--- config.mk ---
export PLATFORM = sky130hd
export DESIGN_NAME = dcache_bus_ctrl
export DESIGN_NICKNAME = d
export VERILOG_FILES = /design/src/rtl/sys_defs.sv /design/src/rtl/dcache_bus_ctrl_rr_arb2.sv /design/src/rtl/dcache_bus_ctrl.sv
export SDC_FILE = /design/constraint.sdc
export NUM_CORES = 1
export LEC_CHECK = 0
export CAP_MARGIN = 10
export CORE_AREA = 2 2 277 279
export CTS_CLUSTER_DIAMETER = 80
export DETAILED_ROUTE_END_ITERATION = 8
export DIE_AREA = 0 0 279 281
export GPL_TIMING_DRIVEN = 0
export PLACE_DENSITY_LB_ADDON = 0.3
export SYNTH_ARGS = -nofsm -noshare
export SYNTH_HDL_FRONTEND = slang
export SYNTH_HIERARCHICAL = 1
export SYNTH_SLANG_ARGS = --single-unit
--- constraint.sdc ---
create_clock -name clk -period 2.3 [get_ports clk]
set_clock_uncertainty 0.1 [all_clocks]
set_input_delay 0.46 -clock clk [delete_from_list [all_inputs] [get_ports clk]]
set_output_delay 0.46 -clock clk [all_outputs]
set_load 0.1 [all_outputs]
--- src/rtl/sys_defs.sv ---
// sys_defs: shared widths, message/command encodings and bus FSM states
package sys_defs;
  localparam int DCACHE_WORD_IN_BITS = 64;
  localparam int DCACHE_IDX_W = 5;
  localparam int DCACHE_TAG_W = DCACHE_WORD_IN_BITS - DCACHE_IDX_W - 3;
  typedef enum logic [1:0] {NONE, GET_S, GET_M, PUT_M} message_t;
  localparam logic [1:0] BUS_NONE = 2'd0;
  localparam logic [1:0] BUS_LOAD = 2'd1;
  localparam logic [1:0] BUS_STORE = 2'd2;
  typedef enum logic [2:0] {IDLE, BCAST, SNOOP, WB, MEM_ST, MEM_LD, MEM_WAIT, RSP} bus_state_t;
endpackage

--- src/rtl/dcache_bus_ctrl_rr_arb2.sv ---
// rr_arb2: two-way round-robin pick; a tie goes to the core not granted last
module rr_arb2 (
  input  logic [1:0] req,
  input  logic       last_grant,
  output logic       gnt_id
);
  assign gnt_id = &req ? ~last_grant : req[1];
endmodule

--- src/rtl/dcache_bus_ctrl.sv ---
// dcache_bus_ctrl: snooping bus controller between two Dcaches and tagged main memory
module dcache_bus_ctrl
  import sys_defs::*;
#(
  parameter int SNOOP_WIN = 2,
  parameter int MEM_TAG_W = 4
) (
  input  logic                                 clk,
  input  logic                                 rst,
  input  logic [1:0]                           dc2bus_req_en_i,
  input  logic [1:0][DCACHE_TAG_W-1:0]         dc2bus_req_tag_i,
  input  logic [1:0][DCACHE_IDX_W-1:0]         dc2bus_req_idx_i,
  input  logic [1:0][DCACHE_WORD_IN_BITS-1:0]  dc2bus_req_data_i,
  input  message_t [1:0]                       dc2bus_req_message_i,
  input  logic [1:0]                           dc2bus_rsp_vld_i,
  input  logic [1:0][DCACHE_WORD_IN_BITS-1:0]  dc2bus_rsp_data_i,
  input  logic [1:0]                           dc2bus_rsp_ack_i,
  output logic                                 bus2dc_req_ack_o,
  output logic                                 bus2dc_req_id_o,
  output logic [DCACHE_TAG_W-1:0]              bus2dc_req_tag_o,
  output logic [DCACHE_IDX_W-1:0]              bus2dc_req_idx_o,
  output message_t                             bus2dc_req_message_o,
  output logic                                 bus2dc_rsp_vld_o,
  output logic                                 bus2dc_rsp_id_o,
  output logic [DCACHE_WORD_IN_BITS-1:0]       bus2dc_rsp_data_o,
  output logic [1:0]                           bus2mem_command_o,
  output logic [63:0]                          bus2mem_addr_o,
  output logic [63:0]                          bus2mem_data_o,
  input  logic [MEM_TAG_W-1:0]                 mem2bus_response_i,
  input  logic [63:0]                          mem2bus_data_i,
  input  logic [MEM_TAG_W-1:0]                 mem2bus_tag_i
);
  localparam int CNT_W = $clog2(SNOOP_WIN + 1);
  bus_state_t state_q, state_d;
  logic win_q, gnt, supply, snoop_last, mem_ok, tag_hit, bcast, rsp, ld, st;
  logic [DCACHE_TAG_W-1:0] tag_q;
  logic [DCACHE_IDX_W-1:0] idx_q;
  message_t msg_q;
  logic [63:0] data_q;
  logic [CNT_W-1:0] cnt_q;
  logic [MEM_TAG_W-1:0] mtag_q;
  rr_arb2 u_arb (.req(dc2bus_req_en_i), .last_grant(win_q), .gnt_id(gnt));
  assign supply = dc2bus_rsp_vld_i[~win_q];
  assign snoop_last = cnt_q == CNT_W'(SNOOP_WIN - 1);
  assign mem_ok = |mem2bus_response_i;
  assign tag_hit = |mtag_q && mem2bus_tag_i == mtag_q;
  // state register; reset abandons any transaction in flight
  always_ff @(posedge clk or negedge rst)
    if (!rst) state_q <= IDLE;
    else state_q <= state_d;
  // next-state: one transaction at a time from grant through fill or store
  always_comb begin
    state_d = state_q;
    case (state_q)
      IDLE:     state_d = |dc2bus_req_en_i ? BCAST : IDLE;
      BCAST:    state_d = msg_q == PUT_M ? MEM_ST : SNOOP;
      SNOOP:    state_d = supply ? (msg_q == GET_M ? RSP : WB) : snoop_last ? MEM_LD : SNOOP;
      WB:       state_d = mem_ok ? RSP : WB;
      MEM_ST:   state_d = mem_ok ? IDLE : MEM_ST;
      MEM_LD:   state_d = mem_ok ? MEM_WAIT : MEM_LD;
      MEM_WAIT: state_d = tag_hit ? RSP : MEM_WAIT;
      RSP:      state_d = dc2bus_rsp_ack_i[win_q] ? IDLE : RSP;
      default:  state_d = IDLE;
    endcase
  end
  // datapath: win_q is both the current requester and the round-robin history,
  // and data_q carries PUT_M data, snooped data or memory data in turn
  always_ff @(posedge clk or negedge rst)
    if (!rst) begin
      win_q <= 1'b1;
      tag_q <= '0;
      idx_q <= '0;
      msg_q <= NONE;
      data_q <= '0;
      cnt_q <= '0;
      mtag_q <= '0;
    end else begin
      if (state_q == IDLE && |dc2bus_req_en_i) begin
        win_q <= gnt;
        tag_q <= dc2bus_req_tag_i[gnt];
        idx_q <= dc2bus_req_idx_i[gnt];
        msg_q <= message_t'(dc2bus_req_message_i[gnt]);
        data_q <= dc2bus_req_data_i[gnt];
      end
      cnt_q <= state_q == SNOOP ? cnt_q + 1'b1 : '0;
      if (state_q == SNOOP && supply) data_q <= dc2bus_rsp_data_i[~win_q];
      if (state_q == MEM_LD && mem_ok) mtag_q <= mem2bus_response_i;
      if (state_q == MEM_WAIT && tag_hit) begin
        data_q <= mem2bus_data_i;
        mtag_q <= '0;
      end
    end
  assign bcast = state_q == BCAST;
  assign rsp = state_q == RSP;
  assign ld = state_q == MEM_LD;
  assign st = state_q == WB || state_q == MEM_ST;
  // outputs decode straight from the state so reset clears them at once
  always_comb begin
    bus2dc_req_ack_o = bcast;
    bus2dc_req_id_o = bcast & win_q;
    bus2dc_req_tag_o = bcast ? tag_q : '0;
    bus2dc_req_idx_o = bcast ? idx_q : '0;
    bus2dc_req_message_o = bcast ? msg_q : NONE;
    bus2dc_rsp_vld_o = rsp;
    bus2dc_rsp_id_o = rsp & win_q;
    bus2dc_rsp_data_o = rsp ? data_q : '0;
    bus2mem_command_o = ld ? BUS_LOAD : st ? BUS_STORE : BUS_NONE;
    bus2mem_addr_o = ld | st ? {tag_q, idx_q, 3'b000} : '0;
    bus2mem_data_o = st ? data_q : '0;
  end
endmodule

Yosys cells after proc, flatten, opt, wreduce, memory -nomap -nowiden
Index checks and enable logic that the tools add are counted.
{ "totals": {"register_bits": 137, "in_bits": 462, "out_inout_bits": 261, "wordCells": 80} }
{ "op_classes": {"n_addsub": 1, "n_lt_le_gt_ge": 3, "eq_ne": 11, "n_mux": 40, "bitwise_logic": 4, "n_reduce_logical": 13} }
{ "op_table": {"columns": ["operator", "count"], "rows": [
  ["two-way mux 64 bit", 10],
  ["two-way mux 56 bit", 3],
  ["case mux 3 bit (8 select lines)", 1],
  ["two-way mux 3 bit", 7],
  ["two-way mux 5 bit", 3],
  ["two-way mux 2 bit", 7],
  ["== test 3 bit, second input constant", 4],
  ["two-way mux 4 bit", 2],
  ["OR reduction 4 bit", 2],
  ["two-way mux 1 bit", 7],
  ["== test 3 x 2 -> 1 bit, second input constant", 2],
  ["less-than comparator 1 x 2 -> 1 bit, second input constant", 3],
  ["logical AND 1 bit", 5],
  ["== test 2 bit, second input constant", 2],
  ["== test 4 bit", 1],
  ["== test 3 x 1 -> 1 bit, second input constant", 1],
  ["logical NOT 3 bit", 1],
  ["nonzero test 3 bit", 1],
  ["adder 2 x 1 -> 2 bit, second input constant", 1],
  ["AND 1 bit", 2],
  ["== test 2 x 1 -> 1 bit, second input constant", 1],
  ["AND reduction 2 bit", 1],
  ["nonzero test 2 bit", 1],
  ["OR reduction 2 bit", 1],
  ["3 further kinds", 3]
]} }

Depth between registers and ports, before layout
{ "depth": {"ltp_word": 7, "mapped_depth": 7, "depth_no_buf": 4} }

Cells and area by module
The synthesis kept the hierarchy.
{ "modules_own_cells": {"columns": ["mod", "n_inst", "cells_per_inst", "area_per_inst_um2", "seq_area_each_um2"], "rows": [
  ["dcache_bus_ctrl", 1, 1002, 9596.7, 3429.5],
  ["rr_arb2", 1, 1, 11.3, 0.0]
]} }

Least setup slack after synthesis
OpenSTA, ideal clock, no wires.
{ "synth_timing": {"path_type": "reg-to-output", "startpoint": "reg state_q[2]", "endpoint": "out bus2dc_rsp_data_o[54]", "t_arrival_ns": 2.724, "required_time_ns": 1.740, "path_slack_ns": -0.984, "path_stages_with_launch": 6, "n_path_buf": 2, "cell_sequence": "dfrtp_1 > clkbuf_1 > nand3_1 > inv_1 > clkbuf_1 > and2_1"} }
{ "synth_via": {"elab_chain_cells": 2} }
{ "synth_rtl": {"columns": ["item", "line_no", "source"], "rows": [
  ["from (decl)", "dcache_bus_ctrl.sv:34", "bus_state_t state_q, state_d;"],
  ["from (signal assigned)", "dcache_bus_ctrl.sv:50", "else state_q <= state_d;"],
  ["== test 3 bit", "dcache_bus_ctrl.sv:94", "assign rsp = state_q == RSP;"],
  ["net bus2dc_rsp_vld_o", "dcache_bus_ctrl.sv:23", "output logic bus2dc_rsp_vld_o,"],
  ["two-way mux 64 bit", "dcache_bus_ctrl.sv:106", "bus2dc_rsp_data_o = rsp ? data_q : '0;"],
  ["to (decl)", "dcache_bus_ctrl.sv:25", "output logic [DCACHE_WORD_IN_BITS-1:0] bus2dc_rsp_data_o,"]
]} }
The timed path passes the listed nets, and every way through them passes these cells.

Worst setup path after layout
{ "layout_timing": {"startpoint": "reg state_q[2]", "endpoint": "out bus2mem_data_o[15]"} }
{ "layout_via": {"elab_chain_cells": 3, "word_cells_on_any_way": 4, "classes_between": "eq/ne (2); mux (1); reduce/logical (1)"} }
{ "layout_rtl": {"columns": ["item", "line_no", "source"], "rows": [
  ["== test 3 x 2 -> 1 bit / == test 3 bit (equally long branches)", "dcache_bus_ctrl.sv:96", "assign st = state_q == WB || state_q == MEM_ST;"],
  ["logical OR 1 bit *", "dcache_bus_ctrl.sv:96", null],
  ["two-way mux 64 bit *", "dcache_bus_ctrl.sv:109", "bus2mem_data_o = st ? data_q : '0;"],
  ["to (decl)", "dcache_bus_ctrl.sv:28", "output logic [63:0] bus2mem_data_o,"]
]} }
Mark *: on every way between the ends. The rest lies on a longest branch, timed or not.

==> flow_summary.rst <==
.. list-table::
   :header-rows: 1

   * - Metric
     - Value
   * - Area leader, netlist
     - sky130_fd_sc_hd__dfrtp_1
   * - Die area
     - 0.0784 mm2
   * - Non-Filler Instances
     - 2846
   * - Total of warnings raised by yosys
     - 6
   * - Count of vias placed by the detailed router
     - 11400
   * - Worst-Skew Late Latency
     - 470 ps
   * - Overall die width
     - 279 um
   * - Cell with the largest stage delay on the worst path
     - sky130_fd_sc_hd__dfrtp_2
   * - Filler Cells Inserted
     - 7531
   * - Count of TritonRoute iterations in the first routing pass
     - 4
   * - Critical Path Source Type
     - register
   * - Initial DRC Count
     - 518
   * - Worst-case clock buffer depth
     - 2
   * - Outcome
     - finished, violations left
   * - Distinct cell type count after synthesis
     - 40
   * - Synthesized flop and latch total
     - 137
   * - PortBufs
     - 719
   * - Slew at the pin closest to its max-slew limit
     - 673 ps
   * - RSZ-0062 raised after global routing
     - yes
   * - Post-route cell area
     - 0.0244 mm2
   * - Pre-CTS worst setup slack
     - -2160 ps
   * - HPWL reported at the end of detailed placement
     - 50.6 mm
   * - Number of top-level design ports
     - 723
   * - Setup CP Type
     - reg -> out
   * - Global-route wire length before repair
     - 89.8 mm
   * - Starting Density
     - 12.7%
   * - Clock tree root driver cell
     - sky130_fd_sc_hd__clkbuf_16
   * - Vias in the first global route
     - 12100
   * - Clock transition time at the flip-flop clock pins of the worst setup and hold paths
     - 60 ps
   * - Final Critical Period
     - 2760 ps
   * - Max-cap violations
     - 0
   * - Row Count
     - 101
   * - Number of nets still failing antenna checks after routing
     - 0
   * - Hold violation count in the final report
     - 0
   * - # setup viols final
     - 257
   * - Mean area per synthesized cell
     - 9.58 um2
   * - Maximum number of pins on one net before global-route repair
     - 76
   * - Area growth from synthesis to layout
     - 154%
   * - Critical Path Sink Type
     - primary output
   * - GRT Residual Overflow
     - 0
   * - CP Data Arrival Time
     - 2200 ps
   * - Post-route DRC violation count
     - 0
   * - Initial antenna violation count
     - 6
   * - Final period util
     - 120%
   * - Final Wtd Congestion
     - 0.896
   * - WL per Instance
     - 23.3 um
   * - Gate count after technology mapping
     - 1003
   * - Clock tree from TritonCTS
     - yes
   * - Violations in the final reports
     - negative setup slack
   * - Worst hold-check path type
     - reg -> reg
   * - Cell chain of the critical path
     - nand3b_1 > buf_4 > o21ai_4 > clkbuf_16 > buf_12 > clkbuf_16 > and2_4 > buf_12
   * - Max Clk Rate
     - 363 MHz
   * - Synthesized cell area
     - 0.00961 mm2
   * - H-Tree Depth
     - 4
   * - Total number of clock tree sinks
     - 137
   * - Slowest cell delay on critical path
     - 450 ps
   * - Post-route total power
     - 0.0391 W
   * - Placed Cells incl. Taps
     - 2703
   * - Global router's overall resource usage
     - 16.1%
   * - Largest vdd supply drop
     - 1.04 mV
   * - Max Slew Vio Count
     - 0
   * - Required time at the endpoint of the critical path
     - 1740 ps
   * - Most frequent standard cell in the layout excluding fill and tap cells
     - sky130_fd_sc_hd__clkdlybuf4s50_1
   * - Slew Limit Headroom
     - 55.1%
   * - Ranking of synthesized cells by area
     - sky130_fd_sc_hd__dfrtp_1 (35%), sky130_fd_sc_hd__mux2i_1 (20%), sky130_fd_sc_hd__and2_1 (17%)
   * - Count of buffer and inverter cells on the critical path
     - 5
   * - Height of the die
     - 281 um
   * - Seq/Total Area, Yosys
     - 35.7%
   * - Pwr Density
     - 1600 mW/mm2
   * - Static leakage
     - 10.1 nW
   * - Final worst-path setup slack
     - -455 ps
   * - Vias per inst
     - 3.99
   * - Commonest cells after routing, fill and taps aside
     - sky130_fd_sc_hd__clkdlybuf4s50_1 (460), sky130_fd_sc_hd__buf_12 (286), sky130_fd_sc_hd__and2_4 (254)
   * - Total clock buffers created by CTS
     - 17
   * - Maximum fanout encountered on the critical timing path
     - 5
   * - Share of Yosys cell area claimed by the top area cell type
     - 35.4%
   * - Post-detailed-placement cell area
     - 0.0184 mm2
   * - Net count reported at finish
     - 2317
   * - Wirelength, routed
     - 66.3 mm
   * - Fraction of layout cells with a size suffix above 1
     - 45.9%
   * - Cell family contributing the most delay on the critical path
     - buffers and inverters
   * - Core Box Area
     - 0.0754 mm2
sequential cells by signal (all words and copies together) (netlist names):
register  count
cnt_q         2
data_q       64
idx_q         5
msg_q         2
mtag_q        4
state_q       3
tag_q        56
win_q         1
per-layer routing:
metal,part of all wire [%],global-route usage (%),up-vias,routed length [um]
li1,-,-,5285,-
met1,43,20.4,5631,28200
met2,50,27.4,390,33200
met3,5.6,3.87,52,3710
met4,1.7,3.85,6,1110
met5,0.065,0,-,43
worst reg2reg max path: stages, from the launching register on:
cell and delay (ps):
sky130_fd_sc_hd__dfstp_2 370, sky130_fd_sc_hd__buf_4 120, sky130_fd_sc_hd__a21boi_2 140, sky130_fd_sc_hd__buf_6 290, sky130_fd_sc_hd__clkbuf_4 340, sky130_fd_sc_hd__mux2i_1 450, sky130_fd_sc_hd__a22oi_2 170, sky130_fd_sc_hd__o221a_2 140
cell families (layout without fill, tap and decap cells):
kind of cell,Yosys count,in the layout,share of synthesized area (%)
buffers and inverters,101,962,5.17
other,1,5,0.0390
flip-flops,137,137,35.7
XOR/XNOR,3,3,0.274
multiplexers,194,194,20.2
AO/OA/AOI/OAI,209,209,17.2
adder cells (fa/ha/maj),1,1,0.130
AND/OR/NAND/NOR,357,357,21.3
Yosys cell counts, drive strengths merged:
master,instances
nor2b,1
dfrtp,136
o221a,64
nand4,2
o21a,1
o221ai,2
a22oi,64
a21oi,2
o211ai,3
inv,2
mux2,2
o21ai,66
and2,256
nor3b,2
dfstp,1
nand2b,2
a21boi,6
mux2i,192
clkbuf,55
ha,1
nand3b,1
or4,2
nand3,2
or2,1
or3b,1
xnor2,3
conb,1
buf,44
or3,1
and3b,2
o2111ai,1
nand2,77
nor2,5
nor4,2
area by class of cell:
type / count / area [um2] / area share (%)
Sequential cell: 137 / 3430 / 14.1
Antenna cell: 2 / 5.00 / 0.0205
Buffer: 85 / 976 / 4.00
Clock inverter: 13 / 240 / 0.984
Inverter: 2 / 15.0 / 0.0615
Tap cell: 978 / 1220 / 5.01
Clock buffer: 18 / 439 / 1.80
Multi-Input combinational cell: 767 / 6570 / 26.9
Timing Repair Buffer: 844 / 11500 / 47.2
worst paths after layout:
check | startpoint | to | slack [ps] | cells after the start
setup / recovery | state_q[2] | bus2mem_data_o[15] | -460 | 8
hold reg to reg | cnt_q[0] | cnt_q[0] | 330 | 1
max in group asynchronous | rst | state_q[1] | 790 | 3
setup reg to reg | win_q | data_q[44] | 60 | 7
min in group asynchronous | rst | idx_q[1] | 410 | 2
hold / removal | cnt_q[0] | cnt_q[0] | 330 | 1
report_power, final:
group / internal, W / switching (W) / total, W
Combinational: 0.0133 / 0.0176 / 0.0309
Clock: 0.00207 / 0.00129 / 0.00337
Sequential: 0.00363 / 0.00125 / 0.00487
Total: 0.0190 / 0.0201 / 0.0391
stage by stage:
step	utilization (%)	hold WS [ps]	TNS, ps
after global placement	24.3	324	-1332430
after floorplan	-	64.4	-43.7
after detailed placement	24.4	329	-514670
after CTS	31.5	339	-106770
after global routing	32.4	351	-112470
final	32.4	333	-85540
timing repair:
item                                     CTS  global route
pin swaps                                 40            10
setup buffers                             63            44
hold buffers                               1             0
endpoints found under the hold margin     61             0
endpoints found under the setup margin   372           353
resized for setup                       2718           158
gates cloned                              16            12
Note: power is estimated with default switching activity, not from simulation.
